[src/rtl/ram_arb_pkg.sv]
// ram_arb_pkg: state encoding and channel roles shared by the SDRAM arbiter.
// Channel roles document the fixed wiring of the low channels.
package ram_arb_pkg;

    typedef enum logic [1:0] {
        IDLE  = 2'd0,
        ISSUE = 2'd1,
        WAIT  = 2'd2,
        DONE  = 2'd3
    } arb_state_t;

    localparam int CH_LOAD = 0;
    localparam int CH_DMA  = 1;
    localparam int CH_CPU  = 2;

    // Watchdog counter width; covers the full TMO range.
    localparam int CNT_W = 16;

endpackage

[src/rtl/ram_arb_pick.sv]
// ram_arb_pick: combinational winner selection over NCH level requests.
// RAM_ARB_RR_EN searches from ptr with wrap; otherwise the lowest index wins.
module ram_arb_pick
    import ram_arb_pkg::*;
#(
    parameter int NCH = 3,
    parameter int IW  = $clog2(NCH)
) (
    input  logic [NCH-1:0] req,
    input  logic [IW-1:0]  ptr,
    output logic           valid,
    output logic [IW-1:0]  idx
);

`ifdef RAM_ARB_RR_EN
    int pos;

    // Walk offsets downward so the smallest offset from ptr is the last write.
    always_comb begin
        valid = |req;
        idx   = '0;
        pos   = 0;
        for (int off = NCH - 1; off >= 0; off--) begin
            pos = (int'(ptr) + off) % NCH;
            if (req[pos]) begin
                idx = IW'(pos);
            end
        end
    end
`else
    logic unused_ptr;

    assign unused_ptr = ^ptr;

    always_comb begin
        valid = |req;
        idx   = '0;
        for (int i = NCH - 1; i >= 0; i--) begin
            if (req[i]) begin
                idx = IW'(i);
            end
        end
    end
`endif

endmodule

[src/rtl/ram_arbiter.sv]
// ram_arbiter: request/ack arbiter in front of the single-port sram controller.
// Define RAM_ARB_RR_EN for round-robin selection; default is fixed priority.
module ram_arbiter
    import ram_arb_pkg::*;
#(
    parameter int NCH = 3,
    parameter int AW  = 25,
    parameter int DW  = 8,
    parameter int TMO = 255
) (
    input  logic                    clk_sys,
    input  logic                    reset_n,
    input  logic [NCH-1:0]          ch_req,
    input  logic [NCH-1:0]          ch_we,
    input  logic [NCH*AW-1:0]       ch_addr,
    input  logic [NCH*DW-1:0]       ch_din,
    output logic [NCH-1:0]          ch_ack,
    output logic [NCH-1:0]          ch_err,
    output logic [DW-1:0]           rdata,
    output logic [$clog2(NCH)-1:0]  grant,
    output logic                    busy,
    output logic [AW-1:0]           mem_addr,
    output logic [DW-1:0]           mem_din,
    output logic                    mem_we,
    output logic                    mem_rd,
    input  logic [DW-1:0]           mem_dout,
    input  logic                    mem_ready
);

    localparam int GW = $clog2(NCH);
    localparam logic [CNT_W-1:0] CNT_LAST = CNT_W'(TMO - 1);

    arb_state_t       state;
    logic [CNT_W-1:0] cnt;
    logic             lat_we;
    logic             pick_valid;
    logic [GW-1:0]    pick_idx;
    logic [GW-1:0]    ptr;
    logic             sel_we;
    logic [AW-1:0]    sel_addr;
    logic [DW-1:0]    sel_din;
    logic [NCH-1:0]   done_vec;

    ram_arb_pick #(
        .NCH (NCH),
        .IW  (GW)
    ) u_pick (
        .req   (ch_req),
        .ptr   (ptr),
        .valid (pick_valid),
        .idx   (pick_idx)
    );

    assign sel_we   = ch_we[pick_idx];
    assign sel_addr = ch_addr[pick_idx*AW +: AW];
    assign sel_din  = ch_din[pick_idx*DW +: DW];
    assign done_vec = NCH'(1) << grant;

`ifdef RAM_ARB_RR_EN
    // Next search starts just past the channel granted last.
    always_ff @(posedge clk_sys or negedge reset_n) begin
        if (!reset_n) begin
            ptr <= '0;
        end else if (state == IDLE && pick_valid) begin
            ptr <= (pick_idx == GW'(NCH - 1)) ? '0 : pick_idx + GW'(1);
        end
    end
`else
    assign ptr = '0;
`endif

    always_ff @(posedge clk_sys or negedge reset_n) begin
        if (!reset_n) begin
            state    <= IDLE;
            cnt      <= '0;
            lat_we   <= 1'b0;
            grant    <= '0;
            busy     <= 1'b0;
            mem_addr <= '0;
            mem_din  <= '0;
            mem_we   <= 1'b0;
            mem_rd   <= 1'b0;
            rdata    <= '0;
            ch_ack   <= '0;
            ch_err   <= '0;
        end else begin
            mem_we <= 1'b0;
            mem_rd <= 1'b0;
            ch_ack <= '0;
            ch_err <= '0;
            unique case (state)
                IDLE: begin
                    if (pick_valid) begin
                        state    <= ISSUE;
                        busy     <= 1'b1;
                        grant    <= pick_idx;
                        lat_we   <= sel_we;
                        mem_we   <= sel_we;
                        mem_rd   <= !sel_we;
                        mem_addr <= sel_addr;
                        mem_din  <= sel_din;
                    end
                end
                ISSUE: begin
                    cnt   <= '0;
                    state <= WAIT;
                end
                WAIT: begin
                    if (mem_ready) begin
                        if (!lat_we) begin
                            rdata <= mem_dout;
                        end
                        ch_ack <= done_vec;
                        state  <= DONE;
                    end else if (cnt == CNT_LAST) begin
                        // Watchdog: complete with error, never retried.
                        rdata  <= '0;
                        ch_ack <= done_vec;
                        ch_err <= done_vec;
                        state  <= DONE;
                    end else begin
                        cnt <= cnt + CNT_W'(1);
                    end
                end
                DONE: begin
                    busy  <= 1'b0;
                    state <= IDLE;
                end
                default: begin
                    state <= IDLE;
                end
            endcase
        end
    end

endmodule
[config.mk]
export PLATFORM = sky130hd
export DESIGN_NAME = ram_arbiter
export DESIGN_NICKNAME = d
export VERILOG_FILES = /design/src/rtl/ram_arb_pkg.sv /design/src/rtl/ram_arb_pick.sv /design/src/rtl/ram_arbiter.sv
export SDC_FILE = /design/constraint.sdc
export NUM_CORES = 1
export LEC_CHECK = 0
export CORE_UTILIZATION = 45
export CTS_CLUSTER_SIZE = 12
export DETAILED_ROUTE_END_ITERATION = 6
export PLACE_DENSITY = 0.86
export SYNTH_ARGS = -nofsm -noshare
export SYNTH_HDL_FRONTEND = slang
export SYNTH_SLANG_ARGS = --single-unit
[constraint.sdc]
create_clock -name clk_sys -period 5.3 [get_ports clk_sys]
set_clock_uncertainty 0.1 [all_clocks]
set_input_delay 1.325 -clock clk_sys [delete_from_list [all_inputs] [get_ports clk_sys]]
set_output_delay 1.325 -clock clk_sys [all_outputs]
set_load 0.005 [all_outputs]
==> impl_metrics.csv <==
group,metric,value,unit
run_status,status,"finished, final reports clean",
min_path,hold_class,"reg2reg",
critical_path,start_kind,"input pin",
drt,routed_wl,10.8,mm
cts,hold_buffers,0,
logic_synthesis,synth_compound_area_share,13.8,%
cts,postCtsResizedCells,0,
cts,cts.clk_slew.worst_paths,0.07,ns
logic_synthesis,synth_xor_area_share,1.12,%
pwr,power_density,403,nW/um2
grt,gr-usage-all-layers,24.6,%
cts,cts_tree,"done",
logic_synthesis,synth-simple-area-share,14.6,%
grt,grt_pass1_vias,3502,
finish,nFillCells,601,
critical_path,cp_top_family,"simple AND/OR/NAND/NOR gates",
die,start_util,47.2,%
drt,routed-wl-met2,5.54,mm
logic_synthesis,synth_fa_ha_area_share,2.24,%
sta,clock.fmax,0.293,GHz
logic_synthesis,yosys_warnings,0,
critical_path,worstSetupPathType,"in2reg",
cts,cts.sinks,71,
pwr,worst_ir_drop_vdd,0.207,mV
finish,final_common_cell,"clkdlybuf4s50_1",
critical_path,r2r-start,"cnt[0]",
grt,grt_antenna_before_repair,0,
logic_synthesis,ys_ff_latch,71,
critical_path,slowest_delay,0.71,ns
sta,maxSlewViolCount,0,
critical_path,path_cells,"clkdlybuf4s50_1 > nand2b_1 > or3_1 > o211a_1 > a211o_1",
finish,n_antenna_cell,0,
critical_path,crit_path_end,"cnt[6]",
drt,dr.max_layer_used,"met4",
sta,setup_violations,0,
finish,final_cells,635,
cts,postCtsSetupBuffers,0,
logic_synthesis,synthesis.nets,496,
drt,drtIter0Drc,112,
logic_synthesis,syn_avg_cell_area,10.5,um2
placement,hpwl,7.99,mm
die,fp.coreArea,8300,um2
critical_path,cp_slowest_cell,"clkdlybuf4s50_1",
cts,clock_latency,0.35,ns
drt,wl_met1,4.22,mm
die,die_y,95.3,um
sta,slew-limit-headroom,26.8,%
pwr,p_leak,2.62,nW
die,fp.dieArea,9080,um2
logic_synthesis,muxShareOfSynthArea,19.5,%
cts,root_buffer,"clkbuf_8",
critical_path,r2r_end,"rdata[3]",
logic_synthesis,synthFlopType,"dfrtp_1",
cts,clk_path_buf_depth,2,
sta,grt_setup_unrepaired,"no",
finish,syn_to_final_growth,48.5,%
critical_path,cp.depth,5,
critical_path,crit_required,5.44,ns
logic_synthesis,yosysUniqueCellTypes,44,
placement,numPortBuffers,167,
sta,tightest_slew,1.10,ns
drt,dr_wl_met3,783,um
min_path,hold_depth,2,
critical_path,crit_buf_inv,1,
logic_synthesis,postSynth.asyncResetShare,100,%
drt,drc,0,
critical_path,cp.arrival,3.55,ns
placement,place_congestion,0.888,
critical_path,cp_max_fo,19,
grt,grt_max_degree,72,
drt,dr.pass1.iters,5,
critical_path,critPathLaunch,"mem_ready",
drt,viasPerCell,5.52,
placement,placedCellCount,620,
logic_synthesis,seq_area_frac_synth,45.4,%
die,die_w,95.3,um
critical_path,r2r_setup_slack,2.20,ns
sta,fin_crit_sh,64.4,%
sta,final_hold_viol_count,0,
finish,nets,649,
logic_synthesis,synth_edf_count,0,
cts,cts_htree_levels,3,
logic_synthesis,synthesis.instances,373,
finish,final_core_util,70.1,%
die,core.rowCount,33,
sta,period_needed,3.41,ns
drt,antenna_left,0,
job,maxCapViolCount,0,
sta,final.setup.tns,0,ns
drt,vias,3503,
finish,final_cell_mix,"166 x clkdlybuf4s50_1, 71 x dfrtp_1, 47 x nand2_1",
logic_synthesis,synth_top_family_by_area,"multiplexers",
grt,overflow,0,
finish,drive_above_1_share,10.9,%
critical_path,ff2ff_path_depth,6,
critical_path,end_kind,"register",
cts,numCtsBuffers,9,
logic_synthesis,synthesis.area,3920,um2
die,io_pins,168,
grt,grt_pass1_wl,16.8,mm
drt,wl_per_cell,17.0,um
power by group:
group | total, mW | internal, mW | switching, mW
clock network | 0.439 | 0.240 | 0.199
registers | 0.891 | 0.739 | 0.152
logic | 1.01 | 0.578 | 0.433
total | 2.34 | 1.56 | 0.784
stage by stage:
step                power, mW  worst slack [ns]  hold slack [ns]  area, um2
floorplan                1.34              2.57            0.373       3920
global placement         1.87              1.65            0.362       5620
detailed placement       1.91              1.55            0.372       5620
CTS                      2.36              1.91            0.386       5820
global route             2.49              1.75            0.406       5820
finish                   2.34              1.89            0.381       5820
synthesized netlist by cell type (2+ instances only):
cell       count  area [um2]
dfrtp_1       71        1780
nand2_1       48         180
mux2i_1       37         370
o21ai_0       36         180
mux2_2        35         394
a22o_1        19         166
clkbuf_1      16        60.1
nor2_1         9        33.8
nor3_1         9        45.0
ha_1           7        87.6
inv_1          6        22.5
nor4_1         6        37.5
buf_1          5        18.8
nand4_1        5        31.3
nor3b_1        5        37.5
xor2_1         5        43.8
nand2b_1       4        25.0
nand3_1        4        20.0
o311ai_0       4        35.0
a21o_1         3        22.5
nor2b_1        3        18.8
o211ai_1       3        22.5
or3_1          3        18.8
or4_1          3        22.5
a211o_1        2        17.5
a2bb2oi_1      2        17.5
buf_2          2        10.0
buf_6          2        22.5
nand3b_1       2        15.0
o211a_1        2        20.0
or4b_2         2        20.0
flip-flops by register name, summed over array words and instances (netlist names):
| signal | cells |
|---|---|
| grant | 2 |
| busy | 1 |
| mem_din | 8 |
| mem_we | 1 |
| rdata | 8 |
| mem_addr | 25 |
| ch_ack | 3 |
| ch_err | 3 |
| state | 2 |
| cnt | 16 |
| mem_rd | 1 |
| lat_we | 1 |
metal layers:
metal	vias to the layer above	GRT usage, %
met2	146	42.7
met4	0	11.2
li1	1669	-
met5	-	0
met1	1666	28.7
met3	22	5.58
worst min-delay path, stage by stage, from the launching register on:
cell     delay, ns
dfrtp_1       0.34
nand2_1       0.05
o21ai_0       0.06
kinds of logic after synthesis:
family,count (synthesis)
mux,72
fa+ha+maj,7
compound gates,78
simple gates,109
xor+xnor,5
flops,71
buf+inv,31
how the worst min path moves through the flow:
stage | start | endpoint | slack [ns]
2_1_floorplan | mem_addr[0] | mem_addr[0] | 0.37
3_5_place_dp | mem_addr[8] | mem_addr[8] | 0.37
3_3_place_gp | mem_addr[19] | mem_addr[19] | 0.36
4_1_cts | mem_addr[7] | mem_addr[7] | 0.39
6_report | mem_addr[7] | mem_addr[7] | 0.38
5_1_grt | mem_addr[6] | mem_addr[6] | 0.41
final cells by class:
cell class	instances	area (um2)	area share, %
multi-input combinational	271	2020	34.7
sequential	71	1780	30.6
timing repair buffer	167	1670	28.7
clock buffer	12	155	2.67
tap	105	131	2.26
clock inverter	3	42.5	0.731
inverter	6	22.5	0.387
Note: power is estimated with default switching activity, not from simulation.
